[src/rtl/time_bcd_counter_pkg.sv]
// Shared mode encodings, BCD digit limits and display field widths for the MM:SS clock core.
package time_bcd_counter_pkg;

    typedef enum logic [1:0] {
        MODE_RUN     = 2'b00,
        MODE_SET_MIN = 2'b01,
        MODE_SET_SEC = 2'b10,
        MODE_RSVD    = 2'b11
    } mode_e;

    localparam int DIGIT_W = 4;
    localparam int FIELD_W = 2 * DIGIT_W;
    localparam int DISP_W  = 4 * DIGIT_W;

    localparam logic [DIGIT_W-1:0] ONES_MAX = 4'd9;
    localparam logic [DIGIT_W-1:0] TENS_MAX = 4'd5;

    function automatic logic bcd_at_max(input logic [FIELD_W-1:0] v);
        return v == {TENS_MAX, ONES_MAX};
    endfunction

endpackage

[src/rtl/time_bcd_counter_if.sv]
// Key inputs and display/status outputs of the clock core; master drives keys, slave is the core.
interface time_bcd_counter_if;
    import time_bcd_counter_pkg::*;

    logic              key_mode;
    logic              key_inc;
    logic [DISP_W-1:0] disp_num;
    logic              sec_tick;
    logic              hour_carry;
    logic [1:0]        mode;

    modport master (
        output key_mode, key_inc,
        input  disp_num, sec_tick, hour_carry, mode
    );

    modport slave (
        input  key_mode, key_inc,
        output disp_num, sec_tick, hour_carry, mode
    );

endinterface

[src/rtl/time_bcd_counter_bcd_mod60.sv]
// Two-digit packed-BCD counter 00..59; value registered, advances 1 cycle after inc, no backpressure.
// carry is combinational: high in the cycle inc wraps 59 -> 00.
module bcd_mod60
    import time_bcd_counter_pkg::*;
(
    input  logic               clk,
    input  logic               rst,
    input  logic               inc,
    output logic [FIELD_W-1:0] value,
    output logic               carry
);

    logic [DIGIT_W-1:0] ones;
    logic [DIGIT_W-1:0] tens;

    assign value = {tens, ones};
    assign carry = inc && bcd_at_max(value);

    always_ff @(posedge clk or negedge rst) begin
        if (!rst) begin
            ones <= '0;
            tens <= '0;
        end else if (inc) begin
            if (ones == ONES_MAX) begin
                ones <= '0;
                tens <= (tens == TENS_MAX) ? '0 : tens + 1'b1;
            end else begin
                ones <= ones + 1'b1;
            end
        end
    end

endmodule

[src/rtl/time_bcd_counter.sv]
// MM:SS clock core: 1 Hz prescaler, BCD minutes/seconds, RUN/SET_MIN/SET_SEC key FSM.
// Key pulse -> disp_num/mode in 1 cycle; all outputs registered; no backpressure.
module time_bcd_counter
    import time_bcd_counter_pkg::*;
#(
    parameter int TICK_DIV = 50_000_000
) (
    input  logic                clk,
    input  logic                rst,
    time_bcd_counter_if.slave   bus
);

    localparam int             PW      = $clog2(TICK_DIV);
    localparam logic [PW-1:0]  PS_LAST = PW'(TICK_DIV - 1);

    mode_e               state;
    mode_e               state_nxt;
    logic [PW-1:0]       prescaler;
    logic                run;
    logic                wrap;
    logic                sec_inc;
    logic                min_inc;
    logic                sec_carry;
    logic                min_carry;
    logic [FIELD_W-1:0]  sec_val;
    logic [FIELD_W-1:0]  min_val;
    logic                sec_tick;
    logic                hour_carry;

    always_ff @(posedge clk or negedge rst) begin
        if (!rst) begin
            state <= MODE_RUN;
        end else begin
            state <= state_nxt;
        end
    end

    always_comb begin
        state_nxt = state;
        case (state)
            MODE_RUN:     if (bus.key_mode) state_nxt = MODE_SET_MIN;
            MODE_SET_MIN: if (bus.key_mode) state_nxt = MODE_SET_SEC;
            MODE_SET_SEC: if (bus.key_mode) state_nxt = MODE_RUN;
            default:      state_nxt = MODE_RUN;
        endcase
    end

    assign run  = (state == MODE_RUN);
    assign wrap = run && (prescaler == PS_LAST);

    // Clearing on any exit from RUN gives a full TICK_DIV period after re-entry.
    always_ff @(posedge clk or negedge rst) begin
        if (!rst) begin
            prescaler <= '0;
        end else if (!run || state_nxt != MODE_RUN || wrap) begin
            prescaler <= '0;
        end else begin
            prescaler <= prescaler + 1'b1;
        end
    end

    // A key_mode pulse takes precedence and swallows a coincident key_inc.
    assign sec_inc = wrap
                   || (state == MODE_SET_SEC && bus.key_inc && !bus.key_mode);
    assign min_inc = (run && sec_carry)
                   || (state == MODE_SET_MIN && bus.key_inc && !bus.key_mode);

    bcd_mod60 u_sec (
        .clk   (clk),
        .rst   (rst),
        .inc   (sec_inc),
        .value (sec_val),
        .carry (sec_carry)
    );

    bcd_mod60 u_min (
        .clk   (clk),
        .rst   (rst),
        .inc   (min_inc),
        .value (min_val),
        .carry (min_carry)
    );

    always_ff @(posedge clk or negedge rst) begin
        if (!rst) begin
            sec_tick   <= 1'b0;
            hour_carry <= 1'b0;
        end else begin
            sec_tick   <= wrap;
            hour_carry <= run && min_carry;
        end
    end

    assign bus.disp_num   = {min_val, sec_val};
    assign bus.sec_tick   = sec_tick;
    assign bus.hour_carry = hour_carry;
    assign bus.mode       = state;

endmodule

[src/flat_wrapper.sv]
// flat-port wrapper written by rule: the top's interface ports become plain ports
module time_bcd_counter_flat import time_bcd_counter_pkg::*;
#(
    parameter int TICK_DIV = 50_000_000
)
  (clk, rst, bus_key_mode, bus_key_inc, bus_disp_num, bus_sec_tick, bus_hour_carry, bus_mode);
  time_bcd_counter_if bus_i ();
  input  logic clk;
  input  logic rst;
  input wire logic [$bits(bus_i.key_mode)-1:0] bus_key_mode;
  input wire logic [$bits(bus_i.key_inc)-1:0] bus_key_inc;
  output wire logic [$bits(bus_i.disp_num)-1:0] bus_disp_num;
  output wire logic [$bits(bus_i.sec_tick)-1:0] bus_sec_tick;
  output wire logic [$bits(bus_i.hour_carry)-1:0] bus_hour_carry;
  output wire logic [$bits(bus_i.mode)-1:0] bus_mode;
  assign bus_i.key_mode = bus_key_mode;
  assign bus_i.key_inc = bus_key_inc;
  assign bus_disp_num = bus_i.disp_num;
  assign bus_sec_tick = bus_i.sec_tick;
  assign bus_hour_carry = bus_i.hour_carry;
  assign bus_mode = bus_i.mode;
  time_bcd_counter #(.TICK_DIV(TICK_DIV)) u_core (.clk(clk), .rst(rst), .bus(bus_i));
endmodule
[config.mk]
export PLATFORM = sky130hd
export DESIGN_NAME = time_bcd_counter_flat
export DESIGN_NICKNAME = d
export VERILOG_FILES = /design/src/rtl/time_bcd_counter_pkg.sv /design/src/rtl/time_bcd_counter_if.sv /design/src/rtl/time_bcd_counter_bcd_mod60.sv /design/src/rtl/time_bcd_counter.sv /design/src/flat_wrapper.sv
export SDC_FILE = /design/constraint.sdc
export NUM_CORES = 1
export LEC_CHECK = 0
export CAP_MARGIN = 0
export CORE_ASPECT_RATIO = 1.1
export CORE_UTILIZATION = 56
export DETAILED_ROUTE_END_ITERATION = 10
export PLACE_DENSITY = 0.88
export SYNTH_ARGS = -nofsm -noshare
export SYNTH_HDL_FRONTEND = slang
export SYNTH_HIERARCHICAL = 1
export SYNTH_SLANG_ARGS = --single-unit
export TNS_END_PERCENT = 100
[constraint.sdc]
create_clock -name clk -period 3.6 [get_ports clk]
set_input_delay 0.54 -clock clk [delete_from_list [all_inputs] [get_ports clk]]
set_output_delay 0.54 -clock clk [all_outputs]
set_load 0.01 [all_outputs]
==> metrics.md, run 1 <==
| Metric | Value |
|---|---|
| Syn_nets | 230 |
| Static leakage | 1.10 nW |
| Syn-to-layout area delta | 16.2% |
| Clock transition at path regs | 0.09 ns |
| Post-synth EDFFs | 0 |
| Critical R2R Capture | u_core/bus.hour_carry |
| Vias | 1848 |
| Max-Cap Viols | 0 |
| FILL cells | 308 |
| Share of flip-flops with an asynchronous set or reset | 1.00 |
| Worst EP arrival | 3.55 ns |
| First-pass DRT Iterations | 4 |
| Power Dens Cells | 502 nW/um2 |
| Main flop type after synthesis | dfrtp_1 |
| GRT overflow | 0 |
| Pins over their slew limit | 0 |
| Register area share after synthesis | 0.487 |
| Clock root buffer | clkbuf_8 |
| WL/cell | 16.2 um |
| Final setup vio count | 0 |
| DIE AREA | 4490 um2 |
| Bufs on Longest Clock Path | 2 |
| Max Fanout on Critical Path | 5 |
| Final Wtd Congestion | 0.884 |
| Buffers added on ports | 23 |
| Slew of the pin with the lowest slew margin | 1.02 ns |
| Post-Syn Instances | 225 |
| CTS Buf Count | 5 |
| Overall Global Routing Usage | 0.234 |
| Number of H-tree levels | 2 |
| Post-synthesis cell type count | 47 |
| Antenna Cells | 0 |
| Clk_skew | 0.0101 ns |
| Status | finished, final reports clean |
| Commonest cells in the netlist | dfrtp_1 (46), nor2_1 (14), a21oi_1 (13) |
| Num rows | 24 |
| Slew Limit Headroom | 0.321 |
| RSZ-0062 raised after global routing | false |
| Post-Syn Area per Cell | 10.5 um2 |
| Iteration-0 DRC Markers | 72 |
| Share of total power in sequential cells | 0.491 |
| # DRC | 0 |
| Switching power share of the total | 0.327 |
| First-pass GRT wire length | 8020 um |
| Top cell type's share of synthesized area | 0.487 |
| Mapped cell area | 2360 um2 |
| Routed met1 length | 2160 um |
| Core area | 3990 um2 |
| Hold Fails Final Rpt | 0 |
| Met3 WL | 164 um |
| Leading area contributor after synthesis | dfrtp_1 |
| Hold Crit Class | in -> async |
| Total Power | 1.38 mW |
| Post-CTS Setup Bufs | 0 |
| Warnings from Yosys | 6 |
| Dominant cells by area after synthesis | dfrtp_1 (49%), xnor2_1 (4.1%), xor2_1 (3.3%), a21oi_1 (2.8%), nand4_1 (2.6%) |
| Crit start category | register |
| FF-to-FF path depth | 12 |
| CP endpoint kind | register |
| Fraction of layout cells with a size suffix above 1 | 0.143 |
| I/O pin count | 24 |
| Clk pwr share | 0.228 |
| #FFs+latches synth | 46 |
| WL met2 | 2490 um |
| Die X | 64.0 um |
| Worst vdd ir | 0.000390 V |
| Cell internal pwr | 0.928 mW |
| Comb power frac | 0.281 |
| Setup Crit Path Kind | reg -> reg |
| Vias in the first global route | 1762 |
| Largest net degree at the start of global routing | 47 |
| Net Sw Power | 0.452 mW |
| CTS tree | done |
| Most common cell in the synthesized netlist | dfrtp_1 |
| Clock Latency Late Sink | 0.31 ns |
| Reg2Reg Setup Slack | 0.27 ns |
| Top sig layer | met4 |
| TritonCTS sink count | 46 |
| Setup tns final | 0 ns |
| DRT antenna net count | 0 |
| Die Height | 70.2 um |
| Total Routed Length | 4930 um |
| Antenna violations before repair | 0 |
| Period utilization | 0.924 |
| Reg2reg start | u_core/prescaler[17] |
| Vias per cell | 6.08 |
| Max frequency | 0.301 GHz |
| Tmin final | 3.33 ns |
| Dpl hpwl | 3330 um |
| Initial core utilization | 0.592 |
| Fin nets | 256 |
| Post-CTS Hold Fix Bufs | 0 |
| Worst EP required | 3.82 ns |
[routing by layer]
layer | global-route usage | up-vias
li1 | - | 873
met4 | 0.121 | 0
met3 | 0.0572 | 10
met1 | 0.290 | 923
met2 | 0.377 | 42
met5 | 0 | -
[critical path, stage by stage (launching register included)]
cell     delay [ns]
dfrtp_1        0.46
nor4b_2        0.37
nand4_1        0.28
o21ai_4        0.31
and4b_2        0.32
nand2_2        0.10
nor4b_2        0.26
mux2i_1        0.14
nor2_2         0.19
and4b_2        0.31
nand2_2        0.09
nor4b_2        0.19
nor3b_1        0.22
[timing repair]
item | CTS | global route
setup endpoints to repair | 2 | 4
cloned | 0 | 0
resized for setup | 1 | 6
pin swaps | 0 | 0
[final cells by class]
type	instances	area, um2	area share
Clock buffer	6	72.6	0.0264
Tap cell	52	65.1	0.0237
Clock inverter	2	13.8	0.00501
Inverter	5	18.8	0.00683
Timing Repair Buffer	27	255	0.0929
Sequential cell	46	1150	0.419
Multi-Input combinational cell	166	1170	0.426
[layout by cell type (no fill, tap or decap), types with 3 or more instances in the layout]
master            n
dfrtp_1          46
clkdlybuf4s50_1  22
nor2_1           13
a21oi_1          13
xnor2_1          11
nand3_1          11
o21ai_0          10
nand4_1          10
nand2_1          10
xor2_1            9
or3_1             7
nand2b_1          6
o31ai_1           6
clkbuf_8          5
inv_1             5
nor2b_1           5
buf_4             4
and4_1            4
nor4b_2           4
or4_1             4
nor3_1            3
[registers in the layout, indices dropped and copies added (netlist names)]
| register | count |
|---|---|
| u_core/bus.hour_carry | 1 |
| u_core/u_sec/tens | 4 |
| u_core/prescaler | 26 |
| u_core/bus.mode | 2 |
| u_core/bus.sec_tick | 1 |
| u_core/u_sec/ones | 4 |
| u_core/u_min/ones | 4 |
| u_core/u_min/tens | 4 |
[power by group through the flow]
stage	sequential, mW	combinational, mW	clock [mW]
6_report	0.677	0.387	0.315
3_3_place_gp	0.679	0.373	0
2_1_floorplan	0.702	0.172	0
4_1_cts	0.674	0.385	0.322
3_5_place_dp	0.684	0.381	0
5_1_grt	0.692	0.415	0.336
[through the flow]
step / utilization / cells / worst slack [ns] / hold slack, ns / instance area [um2]
after floorplan: - / 225 / 0.427 / 0.244 / 2360
after global placement: 0.658 / 296 / 0.197 / 0.458 / 2630
after detailed placement: 0.658 / 296 / -0.106 / 0.475 / 2630
after CTS: 0.680 / 304 / 0.0387 / 0.417 / 2720
after global routing: 0.688 / 304 / 0.0363 / 0.464 / 2750
final: 0.688 / 304 / 0.274 / 0.393 / 2750
[kinds of logic after synthesis]
logic type,after synthesis,synth area share
multiplexers,3,0.0169
buffers and inverters,13,0.0317
AND/OR/NAND/NOR,101,0.280
AO/OA/AOI/OAI,41,0.105
flip-flops,46,0.487
XOR/XNOR,20,0.0741
adder cells (fa/ha/maj),1,0.00529
[worst max-delay path by stage]
stage,startpoint,end,slack [ns]
3_5_place_dp,u_core/prescaler[0],u_core/bus.hour_carry,-0.11
5_1_grt,u_core/prescaler[16],u_core/bus.hour_carry,0.04
6_report,u_core/prescaler[17],u_core/bus.hour_carry,0.27
3_3_place_gp,bus_key_mode,u_core/bus.hour_carry,0.20
2_1_floorplan,u_core/bus.mode[0],u_core/bus.hour_carry,0.43
4_1_cts,u_core/prescaler[17],u_core/bus.hour_carry,0.04
Note: power is estimated with default switching activity, not from simulation.
==> inputs of run 2 (changes only) <==
CTS_BUF_LIST = sky130_fd_sc_hd__clkbuf_8 sky130_fd_sc_hd__clkbuf_16   (was unset)
==> metrics.md, run 2 (synthesized netlist as in run 1, its figures left out) <==
| Metric | Value |
|---|---|
| Antenna violations before repair | 0 |
| Slew Limit Headroom | 0.309 |
| Worst EP arrival | 3.55 ns |
| FILL cells | 308 |
| Clock Latency Late Sink | 0.31 ns |
| Buffers added on ports | 23 |
| Max frequency | 0.301 GHz |
| Static leakage | 1.10 nW |
| Iteration-0 DRC Markers | 72 |
| Bufs on Longest Clock Path | 2 |
| Max-Cap Viols | 0 |
| Vias in the first global route | 1762 |
| Tmin final | 3.32 ns |
| Status | finished, final reports clean |
| Setup Crit Path Kind | reg -> reg |
| Biggest register | u_core/prescaler |
| Layout Cells excl Fill | 304 |
| Syn-to-layout area delta | 16.2% |
| PnR worst setup slack | 0.277 ns |
| Overall Global Routing Usage | 0.234 |
| Max FFs per register | 26 |
| Setup tns final | 0 ns |
| Hold Crit Class | in -> async |
| Post-CTS Hold Fix Bufs | 0 |
| Clock root buffer | clkbuf_8 |
| Final setup vio count | 0 |
| Vias per cell | 6.07 |
| Clock transition at path regs | 0.09 ns |
| WL/cell | 16.2 um |
| Largest net degree at the start of global routing | 47 |
| Worst EP required | 3.83 ns |
| DRT antenna net count | 0 |
| First-pass GRT wire length | 8020 um |
| Placed insts | 296 |
| Pins over their slew limit | 0 |
| I/O pin count | 24 |
| Final Cell Area | 2750 um2 |
| # DRC | 0 |
| WL met2 | 2500 um |
| Slew of the pin with the lowest slew margin | 1.04 ns |
| First-pass DRT Iterations | 4 |
| Total Routed Length | 4920 um |
| Commonest non-fill, non-tap cells in the layout | dfrtp_1 (46), clkdlybuf4s50_1 (22), nor2_1 (13), a21oi_1 (13) |
| Hold Fails Final Rpt | 0 |
| Clk_skew | 0.0106 ns |
| RSZ-0062 raised after global routing | false |
| Met3 WL | 156 um |
| Vias | 1846 |
| CTS Buf Count | 5 |
| Most common cell after layout, fill and taps aside | dfrtp_1 |
| DIE AREA | 4490 um2 |
| Initial core utilization | 0.592 |
| Core area | 3990 um2 |
| Die X | 64.0 um |
| CP endpoint kind | register |
| Num rows | 24 |
| Fin nets | 256 |
| Die Height | 70.2 um |
| Dpl hpwl | 3330 um |
| Max Fanout on Critical Path | 5 |
| Antenna Cells | 0 |
| GRT overflow | 0 |
| Number of H-tree levels | 2 |
| Period utilization | 0.923 |
| Area of placed instances | 2630 um2 |
| Power Dens Cells | 501 nW/um2 |
| CTS tree | done |
| Top sig layer | met4 |
| Routed met1 length | 2150 um |
| Final Wtd Congestion | 0.884 |
| TritonCTS sink count | 46 |
| Fraction of layout cells with a size suffix above 1 | 0.143 |
| Dpl ws | -0.106 ns |
| Crit start category | register |
| Worst vdd ir | 0.000390 V |
-- run 2: layout make-up --
type,instances,area (um2),share of cell area
flip-flops and latches,46,1150,0.419
repair buffers,27,255,0.0929
well taps,52,65.1,0.0237
multi-input cells,166,1170,0.426
clock inverters,3,17.5,0.00638
clock buffers,5,68.8,0.0250
inverters,5,18.8,0.00683
-- run 2: worst paths after layout --
path	from	to	slack [ns]	cells past startpoint
worst max-delay path	u_core/prescaler[17]	u_core/bus.hour_carry	0.28	12
worst min-delay path	rst	u_core/prescaler[14]	0.39	1
worst max register to register	u_core/prescaler[17]	u_core/bus.hour_carry	0.28	12
worst min register to register	u_core/prescaler[0]	u_core/prescaler[0]	0.48	1
max in group asynchronous	rst	u_core/bus.mode[0]	2.59	1
min in group clk	u_core/prescaler[0]	u_core/prescaler[0]	0.48	1
-- run 2: critical path, stage by stage, from the launching register on --
cell     delay (ns)
dfrtp_1        0.46
nor4b_2        0.37
nand4_1        0.28
o21ai_4        0.31
and4b_2        0.32
nand2_2        0.10
nor4b_2        0.26
mux2i_1        0.14
nor2_2         0.19
and4b_2        0.31
nand2_2        0.09
nor4b_2        0.19
nor3b_1        0.22
-- run 2: routing by layer --
metal | up-vias | global-route usage
met5 | - | 0
met4 | 0 | 0.121
met3 | 10 | 0.0572
met2 | 42 | 0.377
met1 | 919 | 0.290
li1 | 875 | -
-- run 2: stage by stage --
stage,power (mW),util,hold slack (ns)
detailed placement,1.07,0.658,0.475
finish,1.38,0.688,0.390
floorplan,0.874,-,0.244
global route,1.44,0.688,0.464
global placement,1.05,0.658,0.458
CTS,1.38,0.680,0.416
-- run 2: where the power goes --
group	internal (mW)	switching, mW	leakage (nW)
registers	0.586	0.0915	0.620
clock network	0.134	0.178	0.0493
logic	0.204	0.183	0.432
total	0.925	0.452	1.10
-- run 2: repair_timing --
action,4_1_cts,5_1_grt
resized for setup,1,6
setup buffers,0,0
endpoints found under the setup margin,2,4
==> inputs of run 3 (changes only) <==
REMOVE_ABC_BUFFERS = 1   (was unset)
==> metrics.md, run 3 (synthesized netlist as in run 1, its figures left out) <==
| Metric | Value |
|---|---|
| Hold WS | 0.398 ns |
| Crit path cell chain | nor4b_1 > nand4_1 > o21ai_2 > and4b_2 > nand2_2 > nor4b_2 > mux2i_1 > nor2_2 > and4b_2 > nand2_2 > nor4b_2 > nor3b_1 |
| Antenna violations before repair | 0 |
| Reg2reg start | u_core/prescaler[7] |
| CTS tree | done |
| Tmin final | 3.29 ns |
| Setup tns final | 0 ns |
| TritonCTS sink count | 46 |
| Max Fanout on Critical Path | 5 |
| CP max stage delay | 0.48 ns |
| CTS Buf Count | 5 |
| Buffers added on ports | 23 |
| DRT antenna net count | 0 |
| Crit path buffers/inverters | 0 |
| Vias in the first global route | 1721 |
| Iteration-0 DRC Markers | 112 |
| Num rows | 24 |
| Vias | 1845 |
| Final Wtd Congestion | 0.874 |
| Post-CTS Setup Bufs | 0 |
| Vias per cell | 6.07 |
| Biggest register | u_core/prescaler |
| CP Depth | 12 |
| Core area | 3990 um2 |
| Overall Global Routing Usage | 0.225 |
| Pins over their slew limit | 0 |
| Slew Limit Headroom | 0.283 |
| Post-CTS Hold Fix Bufs | 0 |
| Critical path's top delay family | simple AND/OR/NAND/NOR gates |
| Static leakage | 1.10 nW |
| FF-to-FF path depth | 12 |
| Most common cell after layout, fill and taps aside | dfrtp_1 |
| Placed insts | 296 |
| Bufs on Longest Clock Path | 2 |
| Area of placed instances | 2630 um2 |
| Worst EP required | 3.81 ns |
| FILL cells | 293 |
| Final Cell Area | 2740 um2 |
| Commonest non-fill, non-tap cells in the layout | dfrtp_1 (46), clkdlybuf4s50_1 (22), nor2_1 (13), a21oi_1 (13) |
| Total Routed Length | 4720 um |
| Fin nets | 256 |
| Hold Crit Class | in -> async |
| Fraction of layout cells with a size suffix above 1 | 0.139 |
| Layout Cells excl Fill | 304 |
| Clock Latency Late Sink | 0.30 ns |
| Setup Crit Path Kind | reg -> reg |
| Worst vdd ir | 0.000284 V |
| Syn-to-layout area delta | 15.8% |
| Slew of the pin with the lowest slew margin | 1.08 ns |
| First-pass GRT wire length | 7870 um |
| Hold Fails Final Rpt | 0 |
| GRT overflow | 0 |
| # DRC | 0 |
| Dpl hpwl | 3130 um |
| Max frequency | 0.304 GHz |
| RSZ-0062 raised after global routing | false |
| Max-Cap Viols | 0 |
| Clk_skew | 0.0142 ns |
| Die Height | 70.2 um |
| WL/cell | 15.5 um |
| Largest net degree at the start of global routing | 47 |
| Status | finished, final reports clean |
| Antenna Cells | 0 |
| Period utilization | 0.915 |
| Reg2Reg Setup Slack | 0.31 ns |
| Clock root buffer | clkbuf_8 |
| Worst EP arrival | 3.50 ns |
| Critical R2R Capture | u_core/bus.hour_carry |
| Power Dens Cells | 508 nW/um2 |
| Crit start category | register |
| CP endpoint kind | register |
| Die X | 64.0 um |
| Final setup vio count | 0 |
| Initial core utilization | 0.592 |
| DIE AREA | 4490 um2 |
| Max FFs per register | 26 |
| I/O pin count | 24 |
| Clock transition at path regs | 0.08 ns |
| Number of H-tree levels | 2 |
| Critical-path top delay cell | nor4b_1 |
| First-pass DRT Iterations | 4 |
## run 3: changes by cell type in the layout (fill, tap and decap cells not counted), sizes merged
cell | previous run | this run
clkbuf | 5 | 6
clkinv | 2 | 1
## run 3: worst max-delay path by stage
stage / from / end / slack [ns]
finish: u_core/prescaler[7] / u_core/bus.hour_carry / 0.31
global route: u_core/prescaler[7] / u_core/bus.hour_carry / 0.04
CTS: u_core/prescaler[0] / u_core/bus.hour_carry / 0.17
detailed placement: bus_key_mode / u_core/bus.hour_carry / 0.02
global placement: bus_key_mode / u_core/bus.hour_carry / 0.21
floorplan: u_core/bus.mode[0] / u_core/bus.hour_carry / 0.49
## run 3: stage by stage
stage                     setup WS, ns  utilization  power, mW
after floorplan                  0.490            -      0.860
after global placement           0.212        0.658       1.06
after detailed placement        0.0184        0.658       1.07
after CTS                        0.171        0.681       1.40
after global routing            0.0375        0.686       1.46
final                            0.307        0.686       1.39
## run 3: what timing repair did
action / CTS / global route
resized for setup: 1 / 4
pin swaps: 0 / 0
setup endpoints to repair: 1 / 1
## run 3: area by class of cell
type / instances / area [um2] / share of cell area
multi-input cells: 166 / 1160 / 0.423
flip-flops and latches: 46 / 1150 / 0.420
repair buffers: 27 / 255 / 0.0932
clock buffers: 6 / 82.6 / 0.0302
well taps: 52 / 65.1 / 0.0238
inverters: 5 / 18.8 / 0.00685
clock inverters: 2 / 8.76 / 0.00320
## run 3: power by group
part | internal (mW) | leakage [nW] | total, mW | switching (mW)
sequential | 0.586 | 0.620 | 0.679 | 0.0930
clock | 0.152 | 0.0524 | 0.322 | 0.170
combinational | 0.204 | 0.429 | 0.389 | 0.185
total | 0.943 | 1.10 | 1.39 | 0.448
## run 3: layer usage
layer	track usage	share of wire	up-vias
li1	-	-	870
met3	0.0441	0.034	8
met5	0	0	-
met4	0.0833	0.017	0
met1	0.295	0.45	921
met2	0.369	0.50	46
## run 3: worst register-to-register path, delay by kind of cell (launching register included)
family,cells,cell delay [ns]
AO/OA/AOI/OAI,1,0.27
AND/OR/NAND/NOR,10,2.38
multiplexers,1,0.12
flip-flops,1,0.45
